$ cat src/rtl/rom_loader.sv
// rom_loader: buffers HPS download bytes in a small FIFO, optionally strips a copier
// header, writes the payload to cartridge memory over req/ack and reports size/mask.
module rom_loader #(
   parameter int AW        = 22,
   parameter int FIFO_LOG2 = 2,
   parameter int INDEX     = 0,
   parameter int HDR_BYTES = 512
) (
   input  logic          clk_sys,
   input  logic          reset,
   input  logic          ioctl_download,
   input  logic [7:0]    ioctl_index,
   input  logic          ioctl_wr,
   input  logic [24:0]   ioctl_addr,
   input  logic [7:0]    ioctl_dout,
   output logic          ioctl_wait,
   input  logic          hdr_skip,
   output logic [AW-1:0] mem_addr,
   output logic [7:0]    mem_din,
   output logic          mem_req,
   input  logic          mem_ack,
   output logic [AW:0]   rom_size,
   output logic [AW-1:0] rom_mask,
   output logic          core_reset,
   output logic          load_done,
   output logic          overflow,
   output logic [1:0]    dbg_state
);

   localparam int DEPTH = 1 << FIFO_LOG2;
   localparam int PW    = FIFO_LOG2 + 1;
   localparam logic [AW-1:0] MIN_MASK = AW'(14'h3FFF);

   typedef enum logic [1:0] {
      S_IDLE  = 2'd0,
      S_LOAD  = 2'd1,
      S_DRAIN = 2'd2,
      S_DONE  = 2'd3
   } state_t;

   state_t        state_q, state_d;
   logic          skip_q, skip_d;
   logic [AW:0]   rom_size_q, rom_size_d;
   logic [AW-1:0] rom_mask_q, rom_mask_d;
   logic          overflow_q, overflow_d;
   logic          core_reset_q, core_reset_d;
   logic          load_done_q, load_done_d;
   logic          wait_q, wait_d;
   logic [PW-1:0] wr_ptr_q, wr_ptr_d, rd_ptr_q, rd_ptr_d;
   logic          req_q, req_d;
   logic [AW-1:0] addr_q, addr_d;
   logic [7:0]    din_q, din_d;
   logic [AW+7:0] fifo_q [DEPTH];

   logic [24:0]   off;
   logic [AW:0]   off_inc;
   logic [PW-1:0] occ;
   logic [AW+7:0] head;
   logic [AW-1:0] size_m1, smear;
   logic          fifo_empty, fifo_full, start, wr_ok, in_hdr, off_big, push, drop, pop;
   logic          unused_idx;

   assign unused_idx = ^ioctl_index[7:6];
   assign start      = (state_q == S_IDLE) && ioctl_download && (ioctl_index[5:0] == 6'(INDEX));
   assign off        = ioctl_addr - (skip_q ? 25'(HDR_BYTES) : 25'd0);
   assign off_inc    = {1'b0, off[AW-1:0]} + (AW+1)'(1);
   assign in_hdr     = skip_q && (ioctl_addr < 25'(HDR_BYTES));
   assign off_big    = |off[24:AW];
   // Extra pointer bit makes the difference range 0..DEPTH, so full and empty differ.
   assign occ        = wr_ptr_q - rd_ptr_q;
   assign fifo_empty = (occ == '0);
   assign fifo_full  = (occ == PW'(DEPTH));
   assign wr_ok      = (state_q == S_LOAD) && ioctl_wr;
   assign push       = wr_ok && !in_hdr && !off_big && !fifo_full;
   assign drop       = wr_ok && !in_hdr && (off_big || fifo_full);
   assign pop        = req_q && mem_ack;
   assign head       = fifo_q[rd_ptr_q[FIFO_LOG2-1:0]];

   // Mask is the size rounded up to a power of two, never below a 16 KiB bank.
   always_comb begin
      size_m1 = rom_size_q[AW-1:0] - AW'(1);
      smear   = size_m1;
      for (int i = AW - 2; i >= 0; i--) smear[i] = smear[i+1] | size_m1[i];
   end

   always_comb begin
      state_d      = state_q;
      skip_d       = skip_q;
      rom_size_d   = rom_size_q;
      rom_mask_d   = rom_mask_q;
      overflow_d   = overflow_q;
      core_reset_d = core_reset_q;
      load_done_d  = 1'b0;
      wr_ptr_d     = wr_ptr_q;
      rd_ptr_d     = rd_ptr_q;
      req_d        = req_q;
      addr_d       = addr_q;
      din_d        = din_q;
      wait_d       = (occ >= PW'(DEPTH - 2)) || (state_q == S_DRAIN) || (state_q == S_DONE);

      if (push) begin
         wr_ptr_d = wr_ptr_q + PW'(1);
         if (off_inc > rom_size_q) rom_size_d = off_inc;
      end
      if (drop) overflow_d = 1'b1;

      // The head stays in the FIFO until acked, so req drops for a cycle between words.
      if (pop) begin
         req_d    = 1'b0;
         rd_ptr_d = rd_ptr_q + PW'(1);
      end else if (!req_q && !fifo_empty) begin
         req_d  = 1'b1;
         addr_d = head[AW+7:8];
         din_d  = head[7:0];
      end

      case (state_q)
         S_IDLE: begin
            if (start) begin
               state_d      = S_LOAD;
               skip_d       = hdr_skip;
               rom_size_d   = '0;
               overflow_d   = 1'b0;
               wr_ptr_d     = '0;
               rd_ptr_d     = '0;
               core_reset_d = 1'b1;
            end
         end
         S_LOAD: begin
            if (!ioctl_download) state_d = S_DRAIN;
         end
         S_DRAIN: begin
            if (fifo_empty && !req_q) begin
               state_d      = S_DONE;
               load_done_d  = 1'b1;
               core_reset_d = 1'b0;
               rom_mask_d   = (rom_size_q == '0) ? MIN_MASK : (smear | MIN_MASK);
            end
         end
         S_DONE: begin
            state_d = S_IDLE;
         end
         default: state_d = S_IDLE;
      endcase
   end

   always_ff @(posedge clk_sys or posedge reset) begin
      if (reset) begin
         state_q      <= S_IDLE;
         skip_q       <= 1'b0;
         rom_size_q   <= '0;
         rom_mask_q   <= MIN_MASK;
         overflow_q   <= 1'b0;
         core_reset_q <= 1'b0;
         load_done_q  <= 1'b0;
         wait_q       <= 1'b0;
         wr_ptr_q     <= '0;
         rd_ptr_q     <= '0;
         req_q        <= 1'b0;
         addr_q       <= '0;
         din_q        <= '0;
      end else begin
         state_q      <= state_d;
         skip_q       <= skip_d;
         rom_size_q   <= rom_size_d;
         rom_mask_q   <= rom_mask_d;
         overflow_q   <= overflow_d;
         core_reset_q <= core_reset_d;
         load_done_q  <= load_done_d;
         wait_q       <= wait_d;
         wr_ptr_q     <= wr_ptr_d;
         rd_ptr_q     <= rd_ptr_d;
         req_q        <= req_d;
         addr_q       <= addr_d;
         din_q        <= din_d;
      end
   end

   always_ff @(posedge clk_sys) begin
      if (push) fifo_q[wr_ptr_q[FIFO_LOG2-1:0]] <= {off[AW-1:0], ioctl_dout};
   end

   assign ioctl_wait = wait_q;
   assign mem_addr   = addr_q;
   assign mem_din    = din_q;
   assign mem_req    = req_q;
   assign rom_size   = rom_size_q;
   assign rom_mask   = rom_mask_q;
   assign core_reset = core_reset_q;
   assign load_done  = load_done_q;
   assign overflow   = overflow_q;
   assign dbg_state  = state_q;

endmodule

$ cat config.mk
export PLATFORM = sky130hd
export DESIGN_NAME = rom_loader
export DESIGN_NICKNAME = d
export VERILOG_FILES = /design/src/rtl/rom_loader.sv
export SDC_FILE = /design/constraint.sdc
export NUM_CORES = 1
export LEC_CHECK = 0
export CAP_MARGIN = 20
export CORE_MARGIN = 2
export CORE_UTILIZATION = 43
export CTS_BUF_LIST = sky130_fd_sc_hd__clkbuf_4 sky130_fd_sc_hd__clkbuf_8 sky130_fd_sc_hd__clkbuf_16
export DETAILED_ROUTE_END_ITERATION = 8
export HOLD_SLACK_MARGIN = 0.02
export PLACE_DENSITY = 0.65
export SYNTH_ARGS = -nofsm -noshare
export SYNTH_HDL_FRONTEND = slang
export SYNTH_SLANG_ARGS = --single-unit
export TNS_END_PERCENT = 1
$ cat constraint.sdc
create_clock -name clk_sys -period 4.6 [get_ports clk_sys]
set_input_delay 0.69 -clock clk_sys [delete_from_list [all_inputs] [get_ports clk_sys]]
set_output_delay 0.69 -clock clk_sys [all_outputs]
set_load 0.01 [all_outputs]
# ---- After elaboration in Yosys (flattened, before gate mapping)
# Memory sizes are Yosys's and may differ from the RTL's. A register that Yosys moved wholly into a read port is not among the register bits.
# Index checks and enable logic that the tools add are counted.
# W data, S select, Z words.
dict set report word_totals {
  ff_bits 59
  in_bits 47
  ram_bits 120
  n_memories 1
}
dict set report classes {
  order_cmp 3
  n_reduce_logical 31
  bitwise_logic 8
  n_eq_ne 7
  n_mux 28
  add_sub_neg 6
}
# memory depth width rd rd_ports_with_merged_regs wr line_no
set memory_table {}
lappend memory_table {fifo_q 4 30 1 1 1 53} ;# logic [AW+7:0] fifo_q [DEPTH];
# cell count
set ops {}
lappend ops {{$mux W23} 4}
lappend ops {{$lt A25 B10 Y1 const B} 1}
lappend ops {{$sub A25 B10 Y25} 1}
lappend ops {{$add A22 B1 Y23 const B} 1}
lappend ops {{$gt A23 B23 Y1} 1}
lappend ops {{$logic_not A23 Y1} 1}
lappend ops {{$mux W22} 1}
lappend ops {{$sub A22 B1 Y22 const B} 1}
lappend ops {{$mux W3} 6}
lappend ops {{$logic_and A1 B1 Y1} 11}
lappend ops {{$mux W1} 11}
lappend ops {{$mux W10} 1}
lappend ops {{$pmux W2 S4} 1}
lappend ops {{$or A1 B1 Y1} 7}
lappend ops {{$add A3 B1 Y3 const B} 2}
lappend ops {{$logic_not A6 Y1} 1}
lappend ops {{$mux W2} 3}
lappend ops {{$reduce_and A2 Y1} 3}
lappend ops {{$reduce_and A3 Y1} 2}
lappend ops {{$logic_not A1 Y1} 5}
lappend ops {{$eq A2 B2 Y1 const B} 2}
lappend ops {{$ne A2 B2 Y1 const B} 2}
lappend ops {{$reduce_bool A2 Y1} 2}
lappend ops {{$eq A3 B3 Y1 const B} 1}
lappend ops {{other kinds (10)} 12}

# ---- Depth between registers and ports, before layout
# Gate-level depths: netlist (run 1).
dict set report depth {
  depth_word 9
  mapped_depth 19
  ltp_nobuf 17
}

# ---- Worst setup path before layout (run 1)
# OpenSTA, ideal clock, no wires.
dict set report synth_path {
  path_kind {input-to-reg}
  start {input ioctl_addr[9]}
  end {register rom_size_q[15] (netlist: rom_size[15])}
  required_time_ns 4.468
  setup_time_ns 0.132
  stages 18
  arrival_ns 3.921
  path_slack_ns 0.547
  n_path_buf 2
  cell_sequence {inv_1 > ha_1 > ha_1 > buf_4 > xor2_1 > nor4b_2 > o211ai_1 > nor3_1 > xor2_1 > ha_1 > nand4_1 > nor3_1 > a22oi_1 > nand3_1 > o211ai_4 > buf_4 > mux2i_1 > nor2_1}
}
dict set report synth_between {
  elab_cells_between_ends 15
  cone_classes {add/sub (2); order compare (2); mux (4); reduce/logical (7)}
}
# item line_no
set synth_rtl {}
lappend synth_rtl {{start, declared} 14} ;# input logic [24:0] ioctl_addr,
lappend synth_rtl {{$sub A25 B10 Y25 (*)} 65} ;# assign off = ioctl_addr - (skip_q ? 25'(HDR_BYTES) : 25'd0);
lappend synth_rtl {{named net off[11]} 55} ;# logic [24:0] off;
lappend synth_rtl {{$add A22 B1 Y23 (*)} 66} ;# assign off_inc = {1'b0, off[AW-1:0]} + (AW+1)'(1);
lappend synth_rtl {{$gt A23 B23 Y1} 103} ;# if (off_inc > rom_size_q) rom_size_d = off_inc;
lappend synth_rtl {{$mux W23 (*)} 103}
lappend synth_rtl {{$mux W23 (*)} 101} ;# if (push) begin
lappend synth_rtl {{$mux W23} 119} ;# if (start) begin
lappend synth_rtl {{$mux W23 (*)} 117} ;# case (state_q)
lappend synth_rtl {{named net rom_size_d[15]} 43} ;# logic [AW:0] rom_size_q, rom_size_d;
lappend synth_rtl {{end signal, assigned} 165} ;# rom_size_q <= rom_size_d;
lappend synth_rtl {{end, declared} 43}
# Mark *: on every way through the listed nets, which the timed path passes. The rest lies on a longest branch.
# A chain may end at the register's enable or synchronous reset.

# ---- Worst setup path in the final report (run 1)
dict set report layout_path {
  start {input ioctl_addr[9]}
  end {register rom_size_q[17] (netlist: rom_size[17])}
}
# The elaborated chain is that of the path after synthesis.

==> impl_metrics.ini, run 1 <==
[power_and_ir_drop]
p_sw_w = 0.00208
ir_worst_vdd_mv = 0.301
total_power_w = 0.00643
p_int_w = 0.00435
seqPwrFrac = 0.380
power_frac_comb = 0.383
p_leak_nw = 4.65
power.share.switching = 0.324
power_density_nw_per_um2 = 538
p_clk_frac = 0.237

[synthesis]
synth.top_cell.area_share = 0.386
synth_top_family_by_area = multiplexers
synth.largest_area_cell = edfxtp_1
synthXorXnorAreaFrac = 0.0347
synth_area_leaders = edfxtp_1 39%, dfrtp_1 20%, mux4_2 7.2%
ys_ff_latch = 195
syn-cell-area_um2 = 9330
muxShareOfSynthArea = 0.122
syn-instance-count = 672
synth_compound_area_frac = 0.0516
yosys.area_share.simple = 0.106
synth_edf_count = 120
postSynthAreaPerCell_um2 = 13.9
synth_fa_ha_area_frac = 0.0518
synth_ff_type = edfxtp_1
async_flop_share = 0.385
synth.distinct_cells = 67
synthMostInstantiatedCell = edfxtp_1
yosys_warnings = 0
synthTopCellsByCount = 120 x edfxtp_1, 75 x dfrtp_1, 55 x nor2_1, 43 x inv_1, 37 x ha_1
ys_seq_area_frac = 0.587

[grt]
grt_max_degree = 51
grtUsageTotal = 0.198
grt_pass1_wl_um = 33800
first_global_vias = 6379
antenna_found_initial = 0
grt.overflow.total = 0

[route]
firstDrtPassIters = 5
ant_nets = 0
drt-wirelength-per-cell_um = 18.6
avgViaCountPerCell = 5.33
drc = 0
routed_wl_um = 21400
vias = 6121
first_iter_violations = 356

[final_layout]
final_nets = 945
seqCellArea_um2 = 5480
fill_cells = 1693
drive_gt1_frac = 0.239
fin_area_um2 = 12000
syn_to_final_growth_pct = 28.2
antenna_cells = 0
utilization = 0.566
multiInputGateArea_um2 = 3570

[setup_path]
cp_slowest_cell = clkdlybuf4s50_1
critPathCaptureType = flip-flop
cp_common_cell = buf_4
arrival_ns = 4.73
max_stage_delay_ns = 0.45
worstPathMaxFanout = 8
worst_ep_required_time_ns = 4.93
startpoint_type = primary input
path_cells = clkdlybuf4s50_1 > inv_1 > ha_1 > buf_4 > and2b_2 > a21boi_0 > or2_2 > nand4_1 > buf_4 > xnor2_1 > ha_1 > nand4_1 > nor3_2 > a22oi_1 > nand3_1 > o211ai_4 > buf_4 > nor2_1 > a22o_1
worstSetupPathType = in2reg

[floorplan]
dieWidth_um = 151
fp.dieH_um = 151
rows = 53
initial_core_util = 0.441
io_pins = 129
core-area_um2 = 21200
die_area_um2 = 22900

[clocking]
cts_tree = built
path_clk_slew_ns = 0.08
clock_path_buffers = 2
cts_made_buffers = 17
root_buffer = clkbuf_16
cts_hold_buf = 0
h-tree-depth = 4
clk_latency_ns = 0.44
cts.sinks = 195

[placement]
placed_area_um2 = 11200
routabilityCongestion = 0.874
io_buffers = 112
dp_hpwl_um = 15000

[sta]
finalMaxSlewViolations = 0
rsz0062_at_grt = true
whs_ns = 0.506
finClkSkew_ns = 0.0119
clock.fmax_ghz = 0.228
setup_viol = 0
final-hold-violation-count = 0
tightestPinTransition_ns = 0.978
final.setup.tns_ns = 0
relSlewSlack = 0.348
period_minus_slack_ns = 4.40
post-route-period-util = 0.955

[status]
status = finished, final reports clean

[job]
max_cap_violations = 0

[hold_path]
hp-class = reg2reg
[logic make-up (layout without fill, tap and decap cells)]
| family | count (synthesis) | in the layout |
|---|---|---|
| DFF | 195 | 195 |
| and+or+nand+nor | 177 | 177 |
| buffers and inverters | 82 | 270 |
| muxes | 72 | 72 |
| AOI/OAI and AO/OA | 70 | 70 |
| adders and majority gates | 38 | 38 |
| xor gates and xnor gates | 37 | 37 |
| other | 1 | 14 |
[critical path: cells and delay by family]
| family | cells | cell delay, ns |
|---|---|---|
| compound gates | 4 | 0.99 |
| xor+xnor | 1 | 0.28 |
| fa+ha+maj | 2 | 0.56 |
| buf+inv | 5 | 1.10 |
| simple gates | 7 | 1.10 |
[stage by stage]
| stage | setup WS, ns | instances |
|---|---|---|
| 6_report | 0.205 | 1148 |
| 5_1_grt | -0.0319 | 1148 |
| 4_1_cts | 0.0354 | 1147 |
| 3_5_place_dp | -0.409 | 1115 |
| 3_3_place_gp | -0.274 | 1115 |
| 2_1_floorplan | 0.547 | 685 |
[routing by layer]
metal  up-vias  share of wire  global-route usage
li1       2848              -                   -
met1      3063           0.44               0.262
met2       183           0.49               0.323
met3        27          0.056              0.0473
met4         0          0.015              0.0617
met5         -              0                   0
[flip-flops by register name, indices dropped and copies added (netlist names)]
| signal | cells |
|---|---|
| wr_ptr_q | 3 |
| mem_addr | 22 |
| skip_q | 1 |
| dbg_state | 2 |
| mem_req | 1 |
| ioctl_wait | 1 |
| fifo_q | 120 |
| mem_din | 8 |
| load_done | 1 |
| overflow | 1 |
| rom_size | 23 |
| core_reset | 1 |
| rom_mask | 8 |
| rd_ptr_q | 3 |
[cell usage in the layout (no fill, tap or decap), types with 5 or more instances in the layout]
cell	n
nand4_1	11
a21oi_1	25
xor2_1	17
a211oi_1	7
nor3_1	9
nand3_1	18
dfrtp_1	74
inv_6	6
xnor2_1	18
nand2_1	22
nor2_1	54
and3_1	5
nor2b_1	6
mux4_2	30
clkbuf_16	17
edfxtp_1	120
mux2i_1	11
mux2_2	31
buf_4	78
conb_1	14
clkdlybuf4s50_1	112
o21ai_0	9
nor4_1	11
ha_1	36
inv_1	42
[final timing paths]
kind / startpoint / endpoint / slack [ns] / depth (start not counted)
min in group asynchronous: reset / rom_size[3]$_DFF_PP0_ / 0.76 / 2
hold reg to reg: rom_mask[18]$_DFFE_PP0P_ / rom_mask[18]$_DFFE_PP0P_ / 0.51 / 2
max in group asynchronous: reset / mem_addr[11]$_DFFE_PP0P_ / 2.91 / 3
setup reg to reg: skip_q$_DFFE_PP0P_ / rom_size[17]$_DFF_PP0_ / 0.57 / 17
setup / recovery: ioctl_addr[9] / rom_size[17]$_DFF_PP0_ / 0.20 / 19
hold / removal: rom_mask[18]$_DFFE_PP0P_ / rom_mask[18]$_DFFE_PP0P_ / 0.51 / 2
[area by class of cell]
cell class | instances | area share
flip-flops and latches | 195 | 0.458
multi-input cells | 408 | 0.298
repair buffers | 195 | 0.150
clock buffers | 17 | 0.0356
well taps | 275 | 0.0288
clock inverters | 15 | 0.0153
inverters | 43 | 0.0136
[power groups by stage]
stage | clock [W] | sequential [W] | combinational, W
after CTS | 0.00155 | 0.00245 | 0.00248
after global routing | 0.00163 | 0.00249 | 0.00270
final | 0.00153 | 0.00244 | 0.00246
after floorplan | 0 | 0.00256 | 0.00132
after global placement | 0 | 0.00246 | 0.00242
after detailed placement | 0 | 0.00248 | 0.00247
[timing repair]
item / in CTS / in global routing
endpoints found under the setup margin: 0 / 23
resized for setup: 0 / 14
setup buffers: 0 / 1
Power figures use the tool's default switching activity.
==> run 2, diff against run 1 <==
--- a/config.mk
+++ b/config.mk
@@ -5,7 +5,6 @@
 export SDC_FILE = /design/constraint.sdc
 export NUM_CORES = 1
 export LEC_CHECK = 0
-export CAP_MARGIN = 20
 export CORE_MARGIN = 2
 export CORE_UTILIZATION = 43
 export CTS_BUF_LIST = sky130_fd_sc_hd__clkbuf_4 sky130_fd_sc_hd__clkbuf_8 sky130_fd_sc_hd__clkbuf_16
==> results of run 2 <==
The final DEF is identical to that of run 1; final timing and power are the same.
